File: config.mk
export PLATFORM = sky130hd
export DESIGN_NAME = envio_serial_dac
export DESIGN_NICKNAME = d
export VERILOG_FILES = /design/src/rtl/dac_pkg.sv /design/src/rtl/envio_serial_dac_contador.sv /design/src/rtl/envio_serial_dac.sv
export SDC_FILE = /design/constraint.sdc
export NUM_CORES = 1
export LEC_CHECK = 0
export ABC_AREA = 0
export BUFFER_PORTS_ARGS = -buffer_cell sky130_fd_sc_hd__buf_2
export CORE_MARGIN = 2
export CORE_UTILIZATION = 53
export CTS_CLUSTER_DIAMETER = 50
export DETAILED_ROUTE_END_ITERATION = 8
export GPL_ROUTABILITY_DRIVEN = 0
export PLACE_DENSITY = 0.76
export SETUP_SLACK_MARGIN = 0.05
export SKIP_LAST_GASP = 1
export SLEW_MARGIN = 10
export SYNTH_ARGS = -nofsm -noshare
export SYNTH_HDL_FRONTEND = slang
export SYNTH_SLANG_ARGS = --single-unit
File: constraint.sdc
create_clock -name CLK1MHz -period 4.9 [get_ports CLK1MHz]
set_input_delay 0.245 -clock CLK1MHz [delete_from_list [all_inputs] [get_ports CLK1MHz]]
set_output_delay 0.245 -clock CLK1MHz [all_outputs]
set_load 0.03 [all_outputs]
File: src/rtl/dac_pkg.sv
// dac_pkg: shared constants for the DAC serial transmitter.
//   - FSM state encodings (legacy 2-bit constants)
//   - default frame width and guard length
//   - counter width helper
package dac_pkg;

  localparam logic [1:0] ST_REPOSO = 2'd0;
  localparam logic [1:0] ST_ENVIO  = 2'd1;
  localparam logic [1:0] ST_GUARDA = 2'd2;

  localparam int unsigned ANCHO_DEF  = 16;
  localparam int unsigned GUARDA_DEF = 1;

  // Width needed to count 0..n-1; never narrower than one bit.
  function automatic int unsigned ancho_cnt(input int unsigned n);
    return (n <= 2) ? 1 : $clog2(n);
  endfunction

endpackage

File: src/rtl/envio_serial_dac_contador.sv
// contador_modulo: modulo-N up-counter.
//   CLK1MHz : clock
//   Reset   : synchronous, active-high clear
//   clr     : synchronous clear (takes priority over en)
//   en      : count enable; wraps from N-1 to 0
//   cuenta  : current count, W bits
module contador_modulo #(
  parameter int unsigned N = 16,
  parameter int unsigned W = 4
) (
  input  logic         CLK1MHz,
  input  logic         Reset,
  input  logic         clr,
  input  logic         en,
  output logic [W-1:0] cuenta
);

  always_ff @(posedge CLK1MHz) begin
    if (Reset || clr) begin
      cuenta <= '0;
    end else if (en) begin
      if (cuenta == W'(N - 1)) cuenta <= '0;
      else                     cuenta <= cuenta + 1'b1;
    end
  end

endmodule

File: src/rtl/envio_serial_dac.sv
// envio_serial_dac: parallel-to-serial transmitter for the DAC.
// Accepts a word on Valid && Ready and shifts it out MSB first while SYNC
// is low; CLK1MHz doubles as the DAC SCLK (DAC samples on falling edge).
//   CLK1MHz     : clock / SCLK
//   Reset       : synchronous, active-high
//   DinParalelo : word to send (sampled only at the accept edge)
//   Valid       : DinParalelo valid
//   Ready       : block can accept a word
//   SYNC        : active-low frame select
//   DoutSerial  : serial data, MSB first
//   Busy        : high in ENVIO or GUARDA
//   Done        : one-cycle pulse after the last bit
// Optional build macro DAC_DOBLE_BUFFER_EN adds a one-word holding register
// so a new word can be accepted while a frame is in flight.
module envio_serial_dac
  import dac_pkg::*;
#(
  parameter int unsigned ANCHO  = ANCHO_DEF,
  parameter int unsigned GUARDA = GUARDA_DEF
) (
  input  logic             CLK1MHz,
  input  logic             Reset,
  input  logic [ANCHO-1:0] DinParalelo,
  input  logic             Valid,
  output logic             Ready,
  output logic             SYNC,
  output logic             DoutSerial,
  output logic             Busy,
  output logic             Done
);

  localparam int unsigned CW = ancho_cnt(ANCHO);
  localparam int unsigned GW = ancho_cnt(GUARDA);

  logic [1:0]       estado;
  logic [ANCHO-1:0] desplaza;
  logic [CW-1:0]    cnt_bit;
  logic [GW-1:0]    cnt_guarda;
  logic             acepta;
  logic             inicio;
  logic [ANCHO-1:0] palabra;
  logic             ultimo_bit;
  logic             ultimo_guarda;

  assign acepta        = Valid && Ready;
  assign ultimo_bit    = (estado == ST_ENVIO)  && (cnt_bit    == CW'(ANCHO - 1));
  assign ultimo_guarda = (estado == ST_GUARDA) && (cnt_guarda == GW'(GUARDA - 1));

`ifdef DAC_DOBLE_BUFFER_EN
  logic             lleno;
  logic [ANCHO-1:0] retencion;
  logic             recarga;

  assign Ready = !Reset && !lleno;
  // A held word starts at the last guard edge, or from REPOSO if it was
  // captured on that same edge and the FSM fell back to idle.
  assign recarga = lleno && (ultimo_guarda || (estado == ST_REPOSO));
  assign inicio  = recarga || (acepta && (estado == ST_REPOSO));
  assign palabra = recarga ? retencion : DinParalelo;

  always_ff @(posedge CLK1MHz) begin
    if (Reset) begin
      lleno     <= 1'b0;
      retencion <= '0;
    end else if (acepta && (estado != ST_REPOSO)) begin
      lleno     <= 1'b1;
      retencion <= DinParalelo;
    end else if (recarga) begin
      lleno     <= 1'b0;
    end
  end
`else
  assign Ready   = !Reset && (estado == ST_REPOSO);
  assign inicio  = acepta;
  assign palabra = DinParalelo;
`endif

  contador_modulo #(
    .N (ANCHO),
    .W (CW)
  ) u_cnt_bit (
    .CLK1MHz (CLK1MHz),
    .Reset   (Reset),
    .clr     (inicio),
    .en      (estado == ST_ENVIO),
    .cuenta  (cnt_bit)
  );

  contador_modulo #(
    .N (GUARDA),
    .W (GW)
  ) u_cnt_guarda (
    .CLK1MHz (CLK1MHz),
    .Reset   (Reset),
    .clr     (ultimo_bit),
    .en      (estado == ST_GUARDA),
    .cuenta  (cnt_guarda)
  );

  always_ff @(posedge CLK1MHz) begin
    if (Reset) begin
      estado   <= ST_REPOSO;
      desplaza <= '0;
      Done     <= 1'b0;
    end else begin
      Done <= ultimo_bit;
      case (estado)
        ST_REPOSO: begin
          if (inicio) begin
            estado   <= ST_ENVIO;
            desplaza <= palabra;
          end
        end
        ST_ENVIO: begin
          if (ultimo_bit) begin
            estado   <= ST_GUARDA;
            desplaza <= '0;
          end else begin
            desplaza <= {desplaza[ANCHO-2:0], 1'b0};
          end
        end
        ST_GUARDA: begin
          if (ultimo_guarda) begin
            if (inicio) begin
              estado   <= ST_ENVIO;
              desplaza <= palabra;
            end else begin
              estado   <= ST_REPOSO;
            end
          end
        end
        default: begin
          estado   <= ST_REPOSO;
          desplaza <= '0;
        end
      endcase
    end
  end

  assign SYNC       = (estado != ST_ENVIO);
  assign DoutSerial = (estado == ST_ENVIO) && desplaza[ANCHO-1];
  assign Busy       = (estado == ST_ENVIO) || (estado == ST_GUARDA);

endmodule
==> summary.md <==
| Metric | Value |
|---|---|
| Setup repair after global routing missed its margin | no |
| Placed cell count | 152 |
| WL/cell | 12.4 um |
| First-pass GRT wire length | 3400 um |
| Startpoint Class | flip-flop |
| Initial Utilization | 55.6% |
| Gate Count Post-Synth | 107 |
| Mux contribution to synthesized area | 3.82% |
| Clock Latency Late Sink | 0.31 ns |
| Cell Rows | 16 |
| WP data arrival | 2.42 ns |
| Pleak | 0.000556 uW |
| Post-Synth Simple-Gate Area | 23.6% |
| Actual slew at the worst max-slew pin | 0.755 ns |
| Fillers | 175 |
| Count leader, synth | dfxtp_1 |
| Pwr/cell area | 460 mW/mm^2 |
| Yosys top cell area share | 42.6% |
| Final nets | 155 |
| Worst hold path type | in -> reg |
| Data required time of the worst path | 5.16 ns |
| Area growth syn-to-layout | 14.3% |
| Syn Nets | 132 |
| Worst setup EP type | flip-flop |
| Num CTS Buffers | 3 |
| Post-Syn Area | 0.00108 mm^2 |
| DR vias/cell | 5.38 |
| # resized after CTS | 0 |
| Async S/R FF share, synth | 0% |
| Max cap viols | 0 |
| Vias in the first global route | 788 |
| Die Y | 49.1 um |
| Maximum vdd drop | 0.000352 V |
| DP Area | 0.00120 mm^2 |
| GR Overflow Total | 0 |
| Non-Filler Instances | 156 |
| H-tree Lvls | 1 |
| Number of flops mapped to enable cells by yosys | 0 |
| Multi-input gate area | 582 um^2 |
| Adder-cell share of the synthesized area | 6.95% |
| Yosys top cell by area | dfxtp_1 |
| Sequential cell area | 460 um^2 |
| Largest family of logic cells by synthesized area | simple AND/OR/NAND/NOR gates |
| Hpwl dp | 1420 um |
| #FFs+latches synth | 23 |
| Area of the core | 0.00194 mm^2 |
| Antenna violations before repair | 0 |
| Compound-gate portion of the synthesized area | 18.2% |
| CP max FO | 15 |
| Root buffer cell | clkbuf_4 |
| DRC | 0 |
| Design Area, Final | 0.00123 mm^2 |
| Antenna Cells | 0 |
| Slew headroom | 49.5% |
| Clock Skew | 0.00460 ns |
| Tcrit/Tclk final | 44.0% |
| Cts-stage hold buffer count | 0 |
| Post-CTS Repair Setup Buffers | 0 |
| Syn avg cell area | 10.1 um^2 |
| Die Wd | 49.1 um |
| Min cycle time layout | 2.15 ns |
| Yosys warnings | 0 |
| CTS tree | built |
| I/O pin cnt | 24 |
| Max Buffers Root-to-Sink | 2 |
| Vias | 840 |
| Layout cells sized above 1 | 30.2% |
| XOR/XNOR Fraction of Synth Area | 0.811% |
| Status | finished, final reports clean |
| Core Util, Final | 63.5% |
| IO buf count | 23 |
| Antenna viol nets, final | 0 |
| Clk sinks | 23 |
| Pin count of the biggest net entering global routing | 16 |
| Finish-stage setup viols | 0 |
| Final Hold Fails | 0 |
| Synth cell count leaders | 23 x dfxtp_1, 13 x and2_1, 8 x nor2_1, 7 x a221o_2 |
| Hold Slack | 0.178 ns |
| Max-slew violation count | 0 |
| Seq/Total Area, Yosys | 42.6% |
| Top cells by area, synth | dfxtp_1 43%, and2_1 7.5%, a221o_2 7.3% |
| Iteration-0 DRC Markers | 22 |
| Peak Freq | 464 MHz |
| DR pass1 iterations | 4 |
| Setup TNS | 0 ns |
| GR Util All Layers | 18.1% |
| CTS clock-pin slew for the worst setup and hold paths | 0.12 ns |
| Crit path kind | reg -> reg |
| Ys flop type | dfxtp_1 |
| Number of library cell types mapped by synthesis | 27 |
| Total wire length | 1930 um |
| Die footprint | 0.00241 mm^2 |
==> per-layer routing <==
layer,global-route usage (%),routed length (um)
met4,10.0,45
met5,0,0
met2,28.6,857
met1,23.0,943
met3,3.68,85
==> critical path, stage by stage, from the launching register on <==
cell and delay, ns:
dfxtp_1 0.43, inv_1 0.11, ha_1 0.25, nor2b_4 0.15
a21oi_4 0.20, nor4b_4 0.67, a221o_2 0.28
==> registers in the layout (all words and copies together), names as in the netlist <==
register / flops
Done: 1
desplaza: 16
estado: 2
u_cnt_bit.cuenta: 4
==> worst paths after layout <==
path,start,to,slack (ns),cells past startpoint
max,estado[0],desplaza[1],2.75,6
min,DinParalelo[0],desplaza[0],0.18,3
max reg2reg,estado[0],desplaza[1],2.75,6
min reg2reg,u_cnt_bit.cuenta[3],Done,0.47,2
==> where the power goes <==
group	total [uW]	switching, uW	internal [uW]
Sequential	251	25.7	225
Clock	85.6	55.1	30.5
Combinational	231	133	97.7
Total	567	214	354
==> layout by cell type, fill, tap and decap left out, types with 3 or more instances in the layout <==
cell type  instances
nor3b_1            3
a221o_1            5
a221o_2            7
nor2_1             8
nor3_1             3
buf_2             23
dfxtp_1           23
ha_1               6
inv_1              4
mux2i_1            3
clkbuf_4           3
nand2_1            6
a21oi_1            4
and2_1            13
==> cell type report <==
class / instances / share of cell area (%)
Clock buffer: 3 / 1.83
Clock inverter: 1 / 0.406
Inverter: 4 / 1.22
Multi-Input combinational cell: 75 / 47.2
Sequential cell: 23 / 37.3
Tap cell: 27 / 2.74
Timing Repair Buffer: 23 / 9.33
==> stage by stage <==
| step | setup slack [ns] | power (uW) |
|---|---|---|
| finish | 2.75 | 567 |
| global route | 2.55 | 611 |
| CTS | 2.71 | 573 |
| detailed placement | 2.75 | 486 |
| global placement | 2.85 | 479 |
| floorplan | 3.16 | 442 |
==> cell families (layout without fill, tap and decap cells) <==
logic type / count (synthesis) / after routing
buf+inv: 9 / 31
simple gates: 43 / 43
mux: 4 / 4
flops: 23 / 23
fa+ha+maj: 6 / 6
xor+xnor: 1 / 1
compound gates: 21 / 21
Note: power is estimated with default switching activity, not from simulation.
